==> src/rtl/multimode_ff_bank_if.sv <==
// ---------------------------------------------------------------------------
// multimode_ff_bank_if
// Bundles the control, data and status signals of multimode_ff_bank.
//   master : drives en, mode, a, b, err_clr; observes q, q_n, changed,
//            upd_cnt, err
//   slave  : the storage bank itself (the mirror image of master)
// Parameters WIDTH and CNT_W must match those of the attached bank.
// ---------------------------------------------------------------------------
interface multimode_ff_bank_if #(
    parameter int WIDTH = 4,
    parameter int CNT_W = 8
);
    logic             en;
    logic [1:0]       mode;
    logic [WIDTH-1:0] a;
    logic [WIDTH-1:0] b;
    logic             err_clr;
    logic [WIDTH-1:0] q;
    logic [WIDTH-1:0] q_n;
    logic             changed;
    logic [CNT_W-1:0] upd_cnt;
    logic [WIDTH-1:0] err;

    modport master (
        output en, mode, a, b, err_clr,
        input  q, q_n, changed, upd_cnt, err
    );

    modport slave (
        input  en, mode, a, b, err_clr,
        output q, q_n, changed, upd_cnt, err
    );
endinterface

==> src/rtl/multimode_ff_bank.sv <==
// ---------------------------------------------------------------------------
// multimode_ff_bank
// A bank of WIDTH independent storage channels on one clock. A runtime mode
// selects D, T, SR or JK next-state behaviour for every channel at once.
// Also provides a change pulse, a saturating change counter and sticky
// per-channel SR forbidden-input flags.
//
// Ports
//   clk      : clock, all state on the rising edge
//   rst      : synchronous reset, active-high, overrides everything
//   bus      : slave side of multimode_ff_bank_if
//     en       update enable (0 = hold, no flags set, changed cleared)
//     mode     00=D 01=T 10=SR 11=JK
//     a, b     D/T/S/J and R/K inputs per channel
//     err_clr  clear all sticky err bits (a same-edge conflict still sets)
//     q, q_n   stored state and its inverse
//     changed  high for the cycle after any edge where q changed
//     upd_cnt  number of edges where q changed, saturating
//     err      sticky SR conflict flags
// All outputs come straight from registers (q_n is just ~q).
// ---------------------------------------------------------------------------
module multimode_ff_bank #(
    parameter int               WIDTH     = 4,
    parameter logic [WIDTH-1:0] RESET_VAL = '0,
    parameter int               CNT_W     = 8
) (
    input  logic                clk,
    input  logic                rst,
    multimode_ff_bank_if.slave  bus
);
    localparam logic [1:0] MODE_D  = 2'b00;
    localparam logic [1:0] MODE_T  = 2'b01;
    localparam logic [1:0] MODE_SR = 2'b10;
    localparam logic [1:0] MODE_JK = 2'b11;

    logic [WIDTH-1:0] q_q, q_d;
    logic [WIDTH-1:0] err_q, err_d;
    logic [WIDTH-1:0] conflict;
    logic             changed_q, changed_d;
    logic [CNT_W-1:0] cnt_q, cnt_d;
    logic             q_moves;

    // Per-channel next-state; channels are fully independent.
    genvar gi;
    generate
        for (gi = 0; gi < WIDTH; gi++) begin : g_chan
            logic ai, bi, qi, nxt;
            assign ai = bus.a[gi];
            assign bi = bus.b[gi];
            assign qi = q_q[gi];

            always_comb begin
                nxt = qi;
                case (bus.mode)
                    MODE_D:  nxt = ai;
                    MODE_T:  nxt = qi ^ ai;
                    // a=b=1 is forbidden: hold and flag it.
                    MODE_SR: nxt = (ai & ~bi) | (qi & ~ai & ~bi) | (qi & ai & bi);
                    MODE_JK: nxt = (ai & ~qi) | (~bi & qi);
                    default: nxt = qi;
                endcase
            end

            assign q_d[gi]      = bus.en ? nxt : qi;
            assign conflict[gi] = bus.en & (bus.mode == MODE_SR) & ai & bi;
        end
    endgenerate

    assign q_moves = (q_d != q_q);

    always_comb begin
        changed_d = q_moves;
        cnt_d     = cnt_q;
        if (q_moves && (cnt_q != {CNT_W{1'b1}})) begin
            cnt_d = cnt_q + 1'b1;
        end
        // Clear first, then OR in new conflicts so a same-edge set wins.
        err_d = (bus.err_clr ? '0 : err_q) | conflict;
    end

    always_ff @(posedge clk) begin
        if (rst) begin
            q_q       <= RESET_VAL;
            err_q     <= '0;
            changed_q <= 1'b0;
            cnt_q     <= '0;
        end else begin
            q_q       <= q_d;
            err_q     <= err_d;
            changed_q <= changed_d;
            cnt_q     <= cnt_d;
        end
    end

    assign bus.q       = q_q;
    assign bus.q_n     = ~q_q;
    assign bus.changed = changed_q;
    assign bus.upd_cnt = cnt_q;
    assign bus.err     = err_q;
endmodule

==> src/flat_wrapper.sv <==
// flat-port wrapper written by rule: the top's interface ports become plain ports
module multimode_ff_bank_flat 
#(
    parameter int               WIDTH     = 4,
    parameter logic [WIDTH-1:0] RESET_VAL = '0,
    parameter int               CNT_W     = 8
)
  (clk, rst, bus_en, bus_mode, bus_a, bus_b, bus_err_clr, bus_q, bus_q_n, bus_changed, bus_upd_cnt, bus_err);
  multimode_ff_bank_if #(.WIDTH(WIDTH), .CNT_W(CNT_W)) bus_i ();
  input  logic clk;
  input  logic rst;
  input wire logic [$bits(bus_i.en)-1:0] bus_en;
  input wire logic [$bits(bus_i.mode)-1:0] bus_mode;
  input wire logic [$bits(bus_i.a)-1:0] bus_a;
  input wire logic [$bits(bus_i.b)-1:0] bus_b;
  input wire logic [$bits(bus_i.err_clr)-1:0] bus_err_clr;
  output wire logic [$bits(bus_i.q)-1:0] bus_q;
  output wire logic [$bits(bus_i.q_n)-1:0] bus_q_n;
  output wire logic [$bits(bus_i.changed)-1:0] bus_changed;
  output wire logic [$bits(bus_i.upd_cnt)-1:0] bus_upd_cnt;
  output wire logic [$bits(bus_i.err)-1:0] bus_err;
  assign bus_i.en = bus_en;
  assign bus_i.mode = bus_mode;
  assign bus_i.a = bus_a;
  assign bus_i.b = bus_b;
  assign bus_i.err_clr = bus_err_clr;
  assign bus_q = bus_i.q;
  assign bus_q_n = bus_i.q_n;
  assign bus_changed = bus_i.changed;
  assign bus_upd_cnt = bus_i.upd_cnt;
  assign bus_err = bus_i.err;
  multimode_ff_bank #(.WIDTH(WIDTH), .RESET_VAL(RESET_VAL), .CNT_W(CNT_W)) u_core (.clk(clk), .rst(rst), .bus(bus_i));
endmodule
==> config.mk <==
export PLATFORM = sky130hd
export DESIGN_NAME = multimode_ff_bank_flat
export DESIGN_NICKNAME = d
export VERILOG_FILES = /design/src/rtl/multimode_ff_bank_if.sv /design/src/rtl/multimode_ff_bank.sv /design/src/flat_wrapper.sv
export SDC_FILE = /design/constraint.sdc
export NUM_CORES = 1
export LEC_CHECK = 0
export CAP_MARGIN = 10
export CORE_UTILIZATION = 45
export DETAILED_ROUTE_END_ITERATION = 8
export PLACE_DENSITY = 0.77
export SETUP_SLACK_MARGIN = 0.4
export SYNTH_ARGS = -nofsm -noshare
export SYNTH_HDL_FRONTEND = slang
export SYNTH_SLANG_ARGS = --single-unit
==> constraint.sdc <==
create_clock -name clk -period 4 [get_ports clk]
set_input_delay 1.2 -clock clk [delete_from_list [all_inputs] [get_ports clk]]
set_output_delay 1.2 -clock clk [all_outputs]
set_load 0.005 [all_outputs]
==> results of run 1 <==
## worst max-delay path, cell delays in order
cell	delay [ns]
clkdlybuf4s50_1	0.75
nor2b_1	0.17
o311a_1	0.19
nor4_4	0.35
xnor2_2	0.20
nor4_4	0.12
nor4_1	0.36
mux2_2	0.37
## final timing paths
path | startpoint | to | slack (ns) | cells past startpoint
setup / recovery | bus_mode[0] | u_core.bus.upd_cnt[5]$_SDFFE_PP0P_ | 0.48 | 8
hold / removal | u_core.bus.err[1]$_SDFF_PP0_ | u_core.bus.err[1]$_SDFF_PP0_ | 0.47 | 2
setup reg to reg | u_core.bus.q[3]$_SDFF_PP0_ | u_core.bus.upd_cnt[5]$_SDFFE_PP0P_ | 1.40 | 8
hold reg to reg | u_core.bus.err[1]$_SDFF_PP0_ | u_core.bus.err[1]$_SDFF_PP0_ | 0.47 | 2
## cells by family after synthesis
group                      Yosys count
AOI/OAI and AO/OA                   31
muxes                                5
and+or+nand+nor                     56
xor gates and xnor gates             4
buffers and inverters               13
DFF                                 17
adders and majority gates            9
## per-stage QoR
step | instance area (um^2) | std cells
floorplan | 1160 | 135
global placement | 1520 | 196
detailed placement | 1520 | 196
CTS | 1560 | 200
global route | 1620 | 201
finish | 1620 | 201
## area by class of cell
cell class / instances / area [um^2]
Inverter: 8 / 30.0
Tap cell: 30 / 37.5
Fill cell: 204 / 836
Timing Repair Buffer: 36 / 358
Clock buffer: 3 / 22.5
Clock inverter: 1 / 5.00
Multi-Input combinational cell: 106 / 826
Sequential cell: 17 / 340
## Yosys cell counts
master / instances
or3b_2: 1
inv_1: 8
nor4_4: 2
mux2i_1: 1
and3b_1: 1
o21ai_0: 6
o211ai_1: 2
a221oi_1: 1
nor4_1: 1
nor4b_1: 2
buf_4: 2
or3_2: 2
buf_2: 1
ha_1: 9
or2b_1: 1
nor3_1: 2
clkbuf_1: 2
nand3_1: 4
nor4bb_1: 1
mux2_2: 4
nor2b_1: 8
o41a_2: 1
a211oi_1: 6
a311oi_1: 2
nor3b_1: 1
nand4_1: 6
nand2b_1: 8
o311a_1: 2
dfxtp_1: 17
a21oi_1: 10
a31oi_1: 1
nand2_1: 4
xnor2_1: 4
nor2_1: 12
## sequential cells by signal (all words and copies together) (netlist names)
name and flops:
u_core.bus.changed 1, u_core.bus.err 4, u_core.bus.upd_cnt 8, u_core.bus.q 4
## layer usage
metal / track usage [%] / vias to the layer above / wire [um]
li1: - / 570 / -
met1: 27.5 / 527 / 1300
met2: 35.0 / 28 / 1360
met3: 3.77 / 6 / 94
met4: 7.89 / 0 / 59
met5: 0 / - / 0
## where the power goes
| part | total (mW) | leakage, nW | switching [mW] | internal [mW] |
|---|---|---|---|---|
| Clock | 0.0959 | 0.0177 | 0.0586 | 0.0373 |
| Sequential | 0.188 | 0.139 | 0.0115 | 0.176 |
| Combinational | 0.124 | 0.462 | 0.0596 | 0.0646 |
| Total | 0.408 | 0.618 | 0.130 | 0.278 |
## repair_timing
item	4_1_cts	5_1_grt
pin swaps	1	2
resized for setup	1	9
hold endpoints to repair	0	0
setup endpoints to repair	1	7
cloned	0	1
==> metrics.md, run 1 <==
| Metric | Value |
|---|---|
| Distinct cells, synth | `34` |
| Startpoint Class | `primary input` |
| Syn Inst Count | `135` |
| Drt total wl | `2.82 mm` |
| CTS sink count | `17` |
| Main combinational cell family by area after synthesis | `simple AND/OR/NAND/NOR gates` |
| Synth Area in Adders | `9.73%` |
| Finished Core Util | `66.0%` |
| ANT cells | `0` |
| Yosys warning count | `0` |
| WP data arrival | `3.73 ns` |
| TritonRoute pass-1 iters | `4` |
| Final setup TNS | `0 ns` |
| Total track usage | `21.3%` |
| Global-route wire length before repair | `4.42 mm` |
| Routability cong. | `0.836` |
| # IOs | `35` |
| CTS Buf Count | `3` |
| Avg Vias per Cell | `5.63` |
| Crit Path Class | `in -> reg` |
| Rel. slew slack | `49.2%` |
| Max FO, Critical Path | `12` |
| XOR/XNOR Fraction of Synth Area | `3.03%` |
| Peak VDD IR | `204 uV` |
| Most common cell after layout, fill and taps aside | `clkdlybuf4s50_1` |
| P per Cell Area | `252 nW/um^2` |
| Fraction of the mapped netlist area in compound gates | `17.7%` |
| Overflow after GRT | `0` |
| Share of cells above drive strength 1 | `14.6%` |
| Clock insertion delay at the later pin of the skew report | `0.30 ns` |
| Hpwl dp | `2.00 mm` |
| Worst-Margin Slew | `0.760 ns` |
| Syn nets | `158` |
| Average cell area after synthesis | `8.57 um^2` |
| WHS | `0.473 ns` |
| Largest cells by area after synthesis | `dfxtp_1, ha_1, a21oi_1` |
| Vias | `1131` |
| Most frequent cells in the layout | `clkdlybuf4s50_1, dfxtp_1, nor2_1` |
| Max-cap violation count | `0` |
| Core Area | `2450 um^2` |
| Final net count | `195` |
| Hold_buf cts | `0` |
| Die area | `2780 um^2` |
| Die X | `52.7 um` |
| Crit. End Element | `flop` |
| Simple-gate share of the synthesized area | `30.4%` |
| Initial core utilization | `47.1%` |
| DRC viols | `0` |
| Antenna violations before repair | `0` |
| Clock skew | `0.0142 ns` |
| Die height | `52.7 um` |
| Setup WS pre-CTS | `0.0565 ns` |
| H-tree Lvls | `1` |
| Min Tclk post-route | `3.52 ns` |
| First DRT Iteration DRCs | `23` |
| Yosys top cell by area | `dfxtp_1` |
| Worst Hold Class | `reg -> reg` |
| Power, Total | `408 uW` |
| Leakage power | `0.618 nW` |
| Final setup fails | `0` |
| Final Max Tran Viols | `0` |
| Syn-to-layout area delta | `39.9%` |
| Synth top area share | `29.4%` |
| Vias in the first global route | `1009` |
| Mux cell area share after synthesis | `4.76%` |
| Row count | `18` |
| Crit path required time | `4.21 ns` |
| DR WL/cell | `14.0 um` |
| #FFs+latches synth | `17` |
| Postcts setup bufs | `0` |
| Buffers added on ports | `34` |
| Fmax | `0.284 GHz` |
| Status | `complete, no violations` |
| CTS clk-pin slew, worst paths | `0.11 ns` |
| Post-synthesis sequential area ratio | `29.4%` |
| Final hold viol count | `0` |
| CTS Root Cell | `clkbuf_4` |
| Final period util | `88.0%` |
| Mapped Area | `1160 um^2` |
| CTS max path bufs | `2` |
| RSZ-0062 raised after global routing | `no` |
| PnR worst setup slack | `0.478 ns` |
| CTS tree | `yes` |
| Largest net degree at the start of global routing | `22` |
| ANT nets after route | `0` |
(Power assumes the default switching activity.)
==> run 2, diff against run 1 <==
--- a/config.mk
+++ b/config.mk
@@ -6,9 +6,11 @@
 export NUM_CORES = 1
 export LEC_CHECK = 0
 export CAP_MARGIN = 10
-export CORE_UTILIZATION = 45
+export CELL_PAD_IN_SITES_DETAIL_PLACEMENT = 2
+export CELL_PAD_IN_SITES_GLOBAL_PLACEMENT = 2
+export CORE_UTILIZATION = 26
 export DETAILED_ROUTE_END_ITERATION = 8
-export PLACE_DENSITY = 0.77
+export PLACE_DENSITY_LB_ADDON = 0.1
 export SETUP_SLACK_MARGIN = 0.4
 export SYNTH_ARGS = -nofsm -noshare
 export SYNTH_HDL_FRONTEND = slang
==> run 2 against run 1 <==
Compared with the run above:
- power grew 10%
- largest power group unchanged
- wire length up 28%
- worst hold slack improved by 0.0044 ns
- die area grew 70%
- non-clock buffer count grew 7
- critical endpoint is now u_core.bus.upd_cnt[0]$_SDFFE_PP0P_
- largest cell class unchanged
==> metrics.md, run 2 (same netlist as run 1, synthesis figures left out) <==
| Metric | Value |
|---|---|
| Leakage power | `0.660 nW (+6.7%)` |
| CTS sink count | `17 (unchanged)` |
| Hpwl dp | `2.77 mm (+39%)` |
| DRC viols | `0 (unchanged)` |
| Initial core utilization | `27.9% (-19 points)` |
| Core Area | `4140 um^2 (+69%)` |
| DR WL/cell | `15.9 um (+13%)` |
| Final Max Tran Viols | `0 (unchanged)` |
| CTS clk-pin slew, worst paths | `0.07 ns (-0.04 ns)` |
| Worst Hold Class | `reg -> reg` |
| Avg Vias per Cell | `5.14 (-8.7%)` |
| Most frequent cells in the layout | `clkdlybuf4s50_1, dfxtp_1, nor2_1` |
| Postcts setup bufs | `0 (unchanged)` |
| Rel. slew slack | `48.1% (-1.1 points)` |
| CTS Buf Count | `3 (unchanged)` |
| Met3 wire length | `135 um (+44%)` |
| Buffers added on ports | `34 (unchanged)` |
| Die X | `68.7 um (+30%)` |
| Drt total wl | `3.61 mm (+28%)` |
| H-tree Lvls | `1 (unchanged)` |
| CTS Root Cell | `clkbuf_8` |
| First DRT Iteration DRCs | `11 (-52%)` |
| TritonRoute pass-1 iters | `4 (unchanged)` |
| ANT nets after route | `0 (unchanged)` |
| Power, Total | `448 uW (+10%)` |
| Final hold viol count | `0 (unchanged)` |
| Vias | `1166 (+3.1%)` |
| Vias in the first global route | `1178 (+17%)` |
| Max Used Layer | `met4` |
| Routability cong. | `0.753 (-9.9%)` |
| Clock skew | `0.00156 ns (-0.0127 ns)` |
| Total track usage | `16.3% (-5.1 points)` |
| Syn-to-layout area delta | `48.5%` |
| Min Tclk post-route | `3.44 ns (-0.0797 ns)` |
| # IOs | `35 (unchanged)` |
| CTS tree | `yes` |
| WP data arrival | `3.61 ns (-0.12 ns)` |
| Crit Path Class | `in -> reg` |
| Largest net degree at the start of global routing | `22 (unchanged)` |
| Max FO, Critical Path | `6 (-6)` |
| Most common cell after layout, fill and taps aside | `clkdlybuf4s50_1` |
| Global-route wire length before repair | `5.61 mm (+27%)` |
| Worst-Margin Slew | `0.776 ns (+0.0160 ns)` |
| Peak VDD IR | `175 uV (-14%)` |
| Fmax | `0.291 GHz (+2.3%)` |
| RSZ-0062 raised after global routing | `no` |
| Crit. End Element | `flop` |
| Routed metal-1 wire length | `1.64 mm (+26%)` |
| ANT cells | `0 (unchanged)` |
| Share of cells above drive strength 1 | `18.6% (+4.0 points)` |
| Die area | `4720 um^2 (+70%)` |
| Status | `complete, no violations` |
| Final net count | `201 (+3.1%)` |
| Fillers | `478 (+130%)` |
| Overflow after GRT | `0 (unchanged)` |
| Startpoint Class | `primary input` |
| Final setup fails | `0 (unchanged)` |
| Clock insertion delay at the later pin of the skew report | `0.25 ns (-0.05 ns)` |
| Multi-input logic area | `831 um^2 (+0.61%)` |
| Crit path required time | `4.17 ns (-0.04 ns)` |
| Register area | `340 um^2 (unchanged)` |
| CTS max path bufs | `2 (unchanged)` |
| Final period util | `86.0% (-2.0 points)` |
| Hold_buf cts | `0 (unchanged)` |
| Final setup TNS | `0 ns (unchanged)` |
| Largest register FFs | `8 (unchanged)` |
| DR WL met2 | `1.83 mm (+34%)` |
| P per Cell Area | `261 nW/um^2 (+3.6%)` |
| Row count | `23 (+5)` |
| Antenna violations before repair | `0 (unchanged)` |
| Max-cap violation count | `0 (unchanged)` |
| Die height | `68.7 um (+30%)` |
[run 2: routing by layer]
| layer | up-vias | GRT usage, % |
|---|---|---|
| li1 | 576 | - |
| met1 | 567 | 20.4 |
| met2 | 21 | 28.8 |
| met3 | 2 | 4.28 |
| met4 | 0 | 1.53 |
| met5 | - | 0 |
[run 2: path summary, 6_finish.rpt]
check / start / endpoint / slack (ns) / cells after the start
worst min register to register: u_core.bus.err[0]$_SDFF_PP0_ / u_core.bus.err[0]$_SDFF_PP0_ / 0.48 / 2
worst max-delay path: bus_a[3] / u_core.bus.upd_cnt[0]$_SDFFE_PP0P_ / 0.56 / 11
worst max register to register: u_core.bus.q[3]$_SDFF_PP0_ / u_core.bus.upd_cnt[0]$_SDFFE_PP0P_ / 1.49 / 9
worst min-delay path: u_core.bus.err[0]$_SDFF_PP0_ / u_core.bus.err[0]$_SDFF_PP0_ / 0.48 / 2
[run 2: area by class of cell]
cell class	instances	area share (%)
tap	50	3.64
multi-input combinational	105	48.3
inverter	8	1.75
sequential	17	19.8
clock buffer	4	2.62
timing repair buffer	43	23.9
[run 2: power by group]
part | leakage (nW) | internal, mW | switching [mW]
Clock | 0.0228 | 0.0707 | 0.0595
Sequential | 0.139 | 0.176 | 0.0123
Combinational | 0.499 | 0.0697 | 0.0602
Total | 0.660 | 0.317 | 0.132
[run 2: critical path: stages]
cell	delay (ns)
clkdlybuf4s50_1	0.48
inv_1	0.05
ha_1	0.27
and3b_1	0.19
a211oi_2	0.23
o21ai_1	0.14
xnor2_2	0.22
nor4_4	0.08
buf_4	0.16
or3_2	0.45
a21oi_1	0.14
[run 2: timing repair]
action                                  in CTS  in global routing
resized for setup                            3                 11
pin swaps                                    2                  2
endpoints found under the setup margin       7                  7
[run 2: per-stage QoR]
step / std cells / hold WS (ns) / util [%] / instance area, um^2 / worst slack, ns
6_report: 227 / 0.477 / 41.5 / 1720 / 0.558
5_1_grt: 227 / 0.501 / 41.5 / 1720 / 0.416
4_1_cts: 227 / 0.485 / 40.2 / 1660 / 0.426
3_5_place_dp: 223 / 0.470 / 38.6 / 1600 / 0.0198
3_3_place_gp: 223 / 0.458 / 38.6 / 1600 / 0.0949
2_1_floorplan: 135 / 0.461 / - / 1160 / 0.817
